--- src/rtl/mem_arbiter.sv ---
// Two-CPU memory arbiter. Data requests take priority over instruction requests,
// and each class uses round-robin between CPUs. Data grants may run a two-word block.
module mem_arbiter #(
  parameter int unsigned CPUS = 2
) (
  input  logic              CLK,
  input  logic              nRST,
  input  logic [CPUS-1:0]   iREN,
  input  logic [31:0]       iaddr    [CPUS],
  input  logic [CPUS-1:0]   dREN,
  input  logic [CPUS-1:0]   dWEN,
  input  logic [31:0]       daddr    [CPUS],
  input  logic [31:0]       dstore   [CPUS],
  output logic [CPUS-1:0]   iwait,
  output logic [CPUS-1:0]   dwait,
  output logic [31:0]       iload    [CPUS],
  output logic [31:0]       dload    [CPUS],
  output logic              ramREN,
  output logic              ramWEN,
  output logic [31:0]       ramaddr,
  output logic [31:0]       ramstore,
  input  logic [31:0]       ramload,
  input  logic [1:0]        ramstate
);

  localparam logic [1:0] RamAccess = 2'd2;

  typedef enum logic {StIdle, StServe} state_e;

  state_e          state_q, state_d;
  logic            gnt_data_q, gnt_data_d;  // 1: data port, 0: instruction port
  logic            gnt_cpu_q, gnt_cpu_d;
  logic            beat_q, beat_d;
  logic            d_rr_q, d_rr_d;
  logic            i_rr_q, i_rr_d;
  logic [CPUS-1:0] d_req;
  logic            active;

  assign d_req = dREN | dWEN;

  always_comb begin
    for (int i = 0; i < CPUS; i++) begin
      iload[i] = ramload;
      dload[i] = ramload;
    end
  end

  always_comb begin
    state_d    = state_q;
    gnt_data_d = gnt_data_q;
    gnt_cpu_d  = gnt_cpu_q;
    beat_d     = beat_q;
    d_rr_d     = d_rr_q;
    i_rr_d     = i_rr_q;
    active     = 1'b0;
    ramREN     = 1'b0;
    ramWEN     = 1'b0;
    ramaddr    = '0;
    ramstore   = '0;
    iwait      = '1;
    dwait      = '1;

    unique case (state_q)
      StIdle: begin
        if (|d_req) begin
          state_d    = StServe;
          gnt_data_d = 1'b1;
          gnt_cpu_d  = (&d_req) ? d_rr_q : ~d_req[0];
          beat_d     = 1'b0;
        end else if (|iREN) begin
          state_d    = StServe;
          gnt_data_d = 1'b0;
          gnt_cpu_d  = (&iREN) ? i_rr_q : ~iREN[0];
          beat_d     = 1'b0;
        end
      end

      StServe: begin
        active = gnt_data_q ? d_req[gnt_cpu_q] : iREN[gnt_cpu_q];
        if (active) begin
          if (gnt_data_q) begin
            ramaddr  = daddr[gnt_cpu_q];
            ramstore = dstore[gnt_cpu_q];
            ramWEN   = dWEN[gnt_cpu_q];
            ramREN   = dREN[gnt_cpu_q] & ~dWEN[gnt_cpu_q];
          end else begin
            ramaddr  = iaddr[gnt_cpu_q];
            ramREN   = 1'b1;
          end
          if (ramstate == RamAccess) begin
            if (gnt_data_q) dwait[gnt_cpu_q] = 1'b0;
            else            iwait[gnt_cpu_q] = 1'b0;
          end
        end

        // A dropped request or a final completion releases the grant and hands
        // round-robin priority to the other CPU of the same class.
        if (!active || (ramstate == RamAccess && (!gnt_data_q || beat_q))) begin
          state_d = StIdle;
          beat_d  = 1'b0;
          if (gnt_data_q) d_rr_d = ~gnt_cpu_q;
          else            i_rr_d = ~gnt_cpu_q;
        end else if (ramstate == RamAccess) begin
          beat_d = 1'b1;
        end
      end
    endcase
  end

  always_ff @(posedge CLK) begin
    if (!nRST) begin
      state_q    <= StIdle;
      gnt_data_q <= 1'b0;
      gnt_cpu_q  <= 1'b0;
      beat_q     <= 1'b0;
      d_rr_q     <= 1'b0;
      i_rr_q     <= 1'b0;
    end else begin
      state_q    <= state_d;
      gnt_data_q <= gnt_data_d;
      gnt_cpu_q  <= gnt_cpu_d;
      beat_q     <= beat_d;
      d_rr_q     <= d_rr_d;
      i_rr_q     <= i_rr_d;
    end
  end

endmodule
--- config.mk ---
export PLATFORM = sky130hd
export DESIGN_NAME = mem_arbiter
export DESIGN_NICKNAME = d
export VERILOG_FILES = /design/src/rtl/mem_arbiter.sv
export SDC_FILE = /design/constraint.sdc
export NUM_CORES = 1
export LEC_CHECK = 0
export CELL_PAD_IN_SITES_DETAIL_PLACEMENT = 0
export CELL_PAD_IN_SITES_GLOBAL_PLACEMENT = 2
export CORE_ASPECT_RATIO = 2
export CORE_MARGIN = 2
export CORE_UTILIZATION = 10
export DETAILED_ROUTE_END_ITERATION = 7
export PLACE_DENSITY = 0.88
export REMOVE_ABC_BUFFERS = 1
export SLEW_MARGIN = 30
export SYNTH_ARGS = -nofsm -noshare
export SYNTH_HDL_FRONTEND = slang
export SYNTH_SLANG_ARGS = --single-unit
--- constraint.sdc ---
create_clock -name CLK -period 3.4 [get_ports CLK]
set_input_delay 0.51 -clock CLK [delete_from_list [all_inputs] [get_ports CLK]]
set_output_delay 0.51 -clock CLK [all_outputs]
set_load 0.02 [all_outputs]
==> results of run 1 <==
## how the worst max path moves through the flow
stage,from,endpoint,slack [ns],cells after the start
final,dREN[0],iwait[1],0.14,6
after floorplan,gnt_cpu_q,iwait[1],-0.69,2
after global routing,dWEN[1],iwait[1],0.04,6
after global placement,dWEN[0],iwait[1],0.15,6
after CTS,dWEN[1],iwait[1],0.12,6
after detailed placement,dWEN[1],iwait[1],0.13,6
## power by group through the flow
stage | logic (mW) | clock network, mW | registers, mW
floorplan | 0.320 | 0 | 0.118
global placement | 0.845 | 0 | 0.105
detailed placement | 0.849 | 0 | 0.105
CTS | 0.853 | 0.204 | 0.104
global route | 0.892 | 0.206 | 0.107
finish | 0.836 | 0.201 | 0.103
## tightest hold or removal path, stage by stage, from the launching register on
cell      delay (ns)
dfxtp_1         0.30
nor2_1          0.10
a211oi_1        0.05
## cells by family after synthesis
kind of cell / count (synthesis) / share of synthesized area, %
DFF: 6 / 4.43
muxes: 34 / 27.4
AOI/OAI and AO/OA: 52 / 16.3
buffers and inverters: 150 / 38.9
and+or+nand+nor: 62 / 13.0
## registers in the layout (all words and copies together) (netlist names)
signal	cells
gnt_cpu_q	1
i_rr_q	1
beat_q	1
state_q	1
gnt_data_q	1
d_rr_q	1
## per-stage QoR
stage	cells	util [%]	TNS, ns
6_report	790	18.8	0
2_1_floorplan	157	-	-37.32
3_5_place_dp	786	18.5	0
5_1_grt	790	18.8	0
4_1_cts	790	18.8	0
3_3_place_gp	786	18.5	0
## Yosys cell counts
cell / instances
nor2b_1: 31
clkbuf_2: 1
nand2_1: 9
or4b_1: 1
nand3_1: 2
or2_2: 1
or4_1: 1
a211oi_1: 2
o21ai_0: 2
o32ai_1: 2
buf_4: 129
nand2b_1: 2
o221ai_1: 1
a21oi_1: 7
o211a_1: 1
nor2_2: 1
a2bb2oi_1: 1
mux2_2: 1
buf_2: 5
a2111oi_4: 1
a22o_1: 32
nor2_1: 8
nor3_1: 2
inv_2: 1
clkbuf_1: 12
a21o_1: 1
and2b_1: 2
mux4_2: 32
a31oi_2: 1
inv_1: 2
a21boi_0: 1
nor3_2: 1
dfxtp_1: 6
nor4_1: 1
mux2i_1: 1
## cell type report
class,instances,area [µm²]
well taps,348,435
repair buffers,281,2850
inverters,3,11.3
flip-flops and latches,6,125
multi-input cells,148,1550
fillers,2994,21800
clock buffers,4,78.8
## routing by layer
metal	global-route usage [%]	up-vias	part of all wire [%]
met5	2.86	-	0.41
met4	9.73	6	7.4
met3	10.9	36	17
met2	27.7	330	50
met1	12.2	1332	26
li1	-	1249	-
==> metrics.csv, run 1 <==
metric,value,unit
grt_antenna_before_repair,2,
maxSlewViolCount,0,
power_leakage,1.68,nW
grt_usage,15.8,%
rsz0062_at_grt,no,
synth_area,0.00271,mm²
ant_nets,0,
pwr-share-comb,73.3,%
cp.buffers_inverters,2,
hold_viol_final,0,
antennaDiodeCount,0,
std_cell_rows,85,
yosysWarnings,0,
core_area,0.0268,mm²
insertion_delay,0.23,ns
min_path_type,flop to flop,
start_kind,input port,
post_dp_cell_area,0.00497,mm²
dp_slack,0.131,ns
p_per_area,226,mW/mm²
pin_count,432,
fp.dieArea,0.0285,mm²
worstReg2RegStart,gnt_data_q,
synth_cell_types,35,
cts_tree,built,
p_int,0.737,mW
gp_congestion,0.831,
cp_cell_sequence,clkdlybuf4s50_1 > nor2_2 > a2111oi_4 > a31oi_4 > or4b_1 > clkdlybuf4s50_1,
seqPwrFrac,9.1,%
path_delay_family,buffers and inverters,
slew_headroom,57.2,%
worstHoldStart,i_rr_q,
drc,0,
wl_per_cell,30.0,µm
dieWidth,120,µm
ys_top_cells_by_area,"buf_4 36%, mux4_2 27%, a22o_1 10%",
post_cts_buffers,0,
yosysTopAreaCell,buf_4,
dp.final_hpwl,20600,µm
fin_ws,0.139,ns
cts_inserted_buffers,3,
finalSetupViolCount,0,
reg2reg_slack,1.55,ns
path_class,input port to output pin,
overflow,0,
min_path_cells,2,
timing.final.crit_share,95.9,%
ys_seq_area_share,4.43,%
synth_cells,304,
pwr-share-clk,17.6,%
area_growth,86.3,%
drive_gt1_share,15.2,%
finish.instance_area,0.00505,mm²
ys_ff_latch,6,
synth_top_area_share,35.8,%
via_per_inst,3.74,
num_vias,2953,
p_sw_share,35.4,%
slowest_delay,0.56,ns
max_freq,307,MHz
tightest_slew,0.636,ns
status,"complete, no violations",
worstSetupEndpointType,output pin,
cap_violations,0,
grt_pass1_vias,3150,
cts-resized-gates,0,
layout_common_cells,"259 x clkdlybuf4s50_1, 32 x a22o_1, 32 x mux4_2",
skew,0.000333,ns
p_total,1.14,mW
holdWs,0.500,ns
htreeDepth,1,
final_nets,677,
avgSynthCellArea,8.91,µm²
arrival,2.75,ns
initial_core_util,10.1,%
path_max_fanout,4,
r2r-end,d_rr_q,
clock_path_buffers,2,
path_clk_slew,0.03,ns
grt_pass1_wl,29900,µm
peakVddDrop,0.000119,V
ctsHoldBuffers,0,
min_to,i_rr_q,
drt_wl_total,23700,µm
final_common_cell,clkdlybuf4s50_1,
cp_slowest_cell,clkdlybuf4s50_1,
finalCriticalPeriod,3.26,ns
cpMostUsedCell,clkdlybuf4s50_1,
drt-initial-drc-count,86,
io_buffer_count,271,
grt_max_degree,38,
dr.pass1.iters,4,
switchingPower,0.404,mW
dieHeight,237,µm
clock-sinks,6,
worstPathRequired,2.89,ns
worst-r2r-cell-count,5,
root_buffer,clkbuf_16,
Note: power is estimated with default switching activity, not from simulation.
==> run 2, diff against run 1 <==
--- a/config.mk
+++ b/config.mk
@@ -10,9 +10,12 @@
 export CORE_ASPECT_RATIO = 2
 export CORE_MARGIN = 2
 export CORE_UTILIZATION = 10
+export CTS_BUF_LIST = sky130_fd_sc_hd__clkbuf_4 sky130_fd_sc_hd__clkbuf_8 sky130_fd_sc_hd__clkbuf_16
 export DETAILED_ROUTE_END_ITERATION = 7
+export HOLD_SLACK_MARGIN = 0.03
 export PLACE_DENSITY = 0.88
 export REMOVE_ABC_BUFFERS = 1
+export SETUP_SLACK_MARGIN = 0.4
 export SLEW_MARGIN = 30
 export SYNTH_ARGS = -nofsm -noshare
 export SYNTH_HDL_FRONTEND = slang
==> metrics.csv, run 2 (synthesized netlist as in run 1, its figures left out) <==
metric,value,unit
drt-initial-drc-count,97,
fin_ws,0.438,ns
finish.instance_area,0.00507,mm²
worstSetupEndpoint,ramstore[13],
grt_max_degree,38,
post_dp_cell_area,0.00497,mm²
pin_count,432,
final_common_cell,clkdlybuf4s50_1,
ant_nets,0,
switchingPower,0.407,mW
critPathLaunch,dWEN[0],
cp_slowest_cell,clkdlybuf4s50_1,
cts_tree,built,
r2r-end,d_rr_q,
timing.final.crit_share,87.1,%
initial_core_util,10.1,%
start_kind,input port,
tightest_slew,0.582,ns
final_nets,678,
slew_headroom,60.9,%
cp_cell_sequence,clkdlybuf4s50_1 > nor2_2 > buf_4 > nor3_4 > buf_12 > a22o_1 > clkdlybuf4s50_1,
drc,0,
io_buffer_count,271,
peakVddDrop,0.000120,V
cap_violations,0,
antennaDiodeCount,0,
pwr-share-clk,18.6,%
p_sw_share,36.2,%
path_max_fanout,33,
core_area,0.0268,mm²
fp.dieArea,0.0285,mm²
pwr-share-comb,72.5,%
worst-r2r-cell-count,5,
path_clk_slew,0.04,ns
grt_antenna_before_repair,2,
maxSlewViolCount,0,
slowest_delay,0.61,ns
gp_congestion,0.831,
hold_viol_final,0,
cpMostUsedCell,clkdlybuf4s50_1,
drt_wl_total,24000,µm
std_cell_rows,85,
clock_path_buffers,2,
holdWs,0.501,ns
p_per_area,222,mW/mm²
grt_pass1_wl,30100,µm
clock-sinks,6,
worstSetupEndpointType,output pin,
reg2reg_slack,1.53,ns
cts_inserted_buffers,3,
dp.cells,786,
root_buffer,clkbuf_16,
finalCriticalPeriod,2.96,ns
htreeDepth,1,
rsz0062_at_grt,no,
dieWidth,120,µm
stdcell_count,791,
status,"complete, no violations",
crit_cells,7,
worstReg2RegStart,gnt_data_q,
grt_usage,16.0,%
fin_setup_tns,0,ns
dp_slack,0.131,ns
path_class,input port to output pin,
p_int,0.719,mW
skew,0.000718,ns
path_delay_family,buffers and inverters,
overflow,0,
num_vias,2959,
dr.pass1.iters,4,
max_freq,338,MHz
worstPathRequired,2.89,ns
dp.final_hpwl,20600,µm
arrival,2.45,ns
post-route-util,18.9,%
grt_pass1_vias,3153,
p_total,1.13,mW
layout_common_cells,"209 x clkdlybuf4s50_1, 32 x a22o_1, 32 x mux4_2, 32 x dlygate4sd2_1, 31 x nor2b_1",
wl_per_cell,30.3,µm
insertion_delay,0.23,ns
seqPwrFrac,8.9,%
via_per_inst,3.74,
dieHeight,237,µm
power_leakage,2.11,nW
finalSetupViolCount,0,
min_path_type,flop to flop,
cp.buffers_inverters,4,
drive_gt1_share,16.5,%
area_growth,87.3,%
run 2: changes by cell type in the layout (fill, tap and decap cells not counted):
cell and change:
clkbuf_1 -1, clkbuf_4 +1, nor2_1 -1, a21oi_2 +1, clkdlybuf4s50_1 -50, dlymetal6s2s_1 +16
dlygate4sd2_1 +32, nor2_2 +1, clkbuf_2 +2, a21oi_1 -1, buf_16 +1
run 2: worst min path at each step:
stage / startpoint / to / slack, ns / depth (start not counted)
after floorplan: d_rr_q / d_rr_q / 0.47 / 1
after global placement: d_rr_q / d_rr_q / 0.48 / 1
after detailed placement: i_rr_q / i_rr_q / 0.50 / 2
after CTS: i_rr_q / i_rr_q / 0.50 / 2
after global routing: d_rr_q / d_rr_q / 0.55 / 1
final: i_rr_q / i_rr_q / 0.50 / 2
run 2: metal layers:
layer	GRT usage (%)	routed length (µm)	part of all wire, %	up-vias
met1	12.5	6230	26	1331
met2	27.7	11800	49	333
met5	2.50	107	0.45	-
li1	-	-	-	1247
met3	10.7	3870	16	42
met4	10.9	1950	8.1	6
run 2: area by class of cell:
type | instances | area [µm²]
fill | 3006 | 21700
timing repair buffer | 282 | 2860
multi-input combinational | 148 | 1560
tap | 348 | 435
sequential | 6 | 125
clock buffer | 4 | 82.6
inverter | 3 | 11.3
run 2: worst min-delay path, stage by stage (launching register included):
cell	delay, ns
dfxtp_1	0.30
nor2_1	0.10
a211oi_1	0.05
run 2: repair_timing:
action	CTS	global route
hold buffers	0	0
resized for setup	37	19
setup endpoints to repair	35	18
buffers inserted	1	0
endpoints found under the hold margin	0	0
run 2: power groups by stage:
| stage | clock, mW | sequential, mW | combinational (mW) |
|---|---|---|---|
| floorplan | 0 | 0.118 | 0.320 |
| global placement | 0 | 0.105 | 0.845 |
| detailed placement | 0 | 0.105 | 0.849 |
| CTS | 0.212 | 0.101 | 0.837 |
| global route | 0.214 | 0.103 | 0.873 |
| finish | 0.210 | 0.0999 | 0.816 |
==> run 3, diff against run 2 <==
--- a/config.mk
+++ b/config.mk
@@ -13,7 +13,7 @@
 export CTS_BUF_LIST = sky130_fd_sc_hd__clkbuf_4 sky130_fd_sc_hd__clkbuf_8 sky130_fd_sc_hd__clkbuf_16
 export DETAILED_ROUTE_END_ITERATION = 7
 export HOLD_SLACK_MARGIN = 0.03
-export PLACE_DENSITY = 0.88
+export PLACE_DENSITY_LB_ADDON = 0.1
 export REMOVE_ABC_BUFFERS = 1
 export SETUP_SLACK_MARGIN = 0.4
 export SLEW_MARGIN = 30
==> metrics.csv, run 3 (synthesized netlist as in run 1, its figures left out) <==
metric,value,unit
worstReg2RegStart,gnt_data_q,
seqPwrFrac,9.2,%
layout_common_cells,"229 x clkdlybuf4s50_1, 32 x a22o_1, 32 x mux4_2",
stdcell_count,797,
fin_ws,0.419,ns
peakVddDrop,0.000112,V
maxSlewViolCount,0,
antennaDiodeCount,0,
dp_slack,0.111,ns
io_buffer_count,271,
clock-sinks,6,
drt-initial-drc-count,88,
critPathLaunch,dWEN[0],
drive_gt1_share,18.0,%
overflow,0,
cp.buffers_inverters,3,
cp_cell_sequence,clkdlybuf4s50_1 > nor2_2 > a2111oi_4 > a31oi_4 > buf_6 > or4_1 > clkdlybuf4s15_2,
dieHeight,237,µm
dieWidth,120,µm
fp.dieArea,0.0285,mm²
drt_wl_total,21100,µm
grt_usage,14.1,%
cts_tree,built,
grt_use_met3,9.27,%
tightest_slew,0.514,ns
num_vias,2944,
ant_nets,0,
grt_pass1_wl,27600,µm
clock_path_buffers,2,
pin_count,432,
worstHoldStart,d_rr_q,
slew_headroom,65.4,%
arrival,2.47,ns
cap_violations,0,
power_leakage,1.94,nW
final_nets,684,
htreeDepth,1,
pwr-share-comb,72.1,%
use_met1,10.1,%
grt_pass1_vias,3361,
dr.pass1.iters,4,
p_int,0.720,mW
status,"complete, no violations",
cp_slowest_cell,clkdlybuf4s50_1,
pwr-share-clk,18.7,%
worstSetupEndpointType,output pin,
slowest_delay,0.49,ns
busiest_layer,met2,
final_common_cell,clkdlybuf4s50_1,
hold_viol_final,0,
finalCriticalPeriod,2.98,ns
cts_inserted_buffers,3,
holdWs,0.512,ns
met2_usage,28.8,%
finalSetupViolCount,0,
p_sw_share,35.9,%
switchingPower,0.403,mW
initial_core_util,10.1,%
path_clk_slew,0.04,ns
path_delay_family,buffers and inverters,
grt_max_degree,34,
root_buffer,clkbuf_16,
min_path_type,flop to flop,
grt_antenna_before_repair,0,
wl_per_cell,26.5,µm
skew,0.00240,ns
core_area,0.0268,mm²
p_per_area,222,mW/mm²
max_freq,335,MHz
path_max_fanout,3,
start_kind,input port,
via_per_inst,3.69,
dp.final_hpwl,18200,µm
std_cell_rows,85,
insertion_delay,0.23,ns
ctsHoldBuffers,0,
timing.final.crit_share,87.7,%
worstPathRequired,2.89,ns
drc,0,
area_growth,86.6,%
nFillCells,3039,
dp.cells,790,
path_class,input port to output pin,
rsz0062_at_grt,yes,
gp_congestion,0.736,
[run 3: cell count changes in the layout (fill, tap and decap cells not counted), sizes merged]
cell           previous run  this run
clkdlybuf4s15             0         1
buf                      23        17
clkbuf                    6        19
dlymetal6s2s             16         9
dlygate4sd2              32        16
bufbuf                    0         1
clkdlybuf4s50           209       229
[run 3: final timing paths]
check,cells after the start,slack [ns],endpoint
min reg2reg,1,0.51,d_rr_q
max,7,0.42,iwait[0]
min,1,0.51,d_rr_q
max reg2reg,5,1.35,d_rr_q
[run 3: worst reg2reg max path: cells and delay by family, from the launching register on]
family | cells | cell delay (ns)
AO/OA/AOI/OAI | 3 | 0.83
buffers and inverters | 2 | 0.62
flip-flops | 1 | 0.50
[run 3: power groups by stage]
stage	registers (mW)	clock network, mW	logic, mW
final	0.103	0.210	0.810
after floorplan	0.118	0	0.320
after global placement	0.113	0	0.828
after detailed placement	0.113	0	0.826
after global routing	0.107	0.215	0.868
after CTS	0.105	0.212	0.834
[run 3: stage by stage]
step | power (mW) | setup TNS [ns] | utilization, % | cell area (µm²)
after CTS | 1.15 | 0 | 18.9 | 5080
after global routing | 1.19 | 0 | 18.9 | 5050
final | 1.12 | 0 | 18.9 | 5050
after floorplan | 0.438 | -37.32 | - | 1670
after detailed placement | 0.939 | 0 | 18.6 | 4980
after global placement | 0.941 | 0 | 18.6 | 4980
[run 3: cell type report]
cell class | count | area [µm²] | area share, %
inverters | 3 | 11.3 | 0.223
clock buffers | 4 | 82.6 | 1.63
multi-input cells | 148 | 1550 | 30.8
repair buffers | 288 | 2850 | 56.3
flip-flops and latches | 6 | 125 | 2.48
well taps | 348 | 435 | 8.62
[run 3: what timing repair did]
item                                    CTS  global route
cloned                                    1             0
setup buffers                             1             1
hold endpoints to repair                  0             0
endpoints found under the setup margin   67            25
resized for setup                        36            45
pin swaps                                 0             2
[run 3: routing by layer]
metal	up-vias	part of all wire (%)
li1	1259	-
met1	1337	24
met2	330	58
met3	18	16
met4	0	1.8
met5	-	0
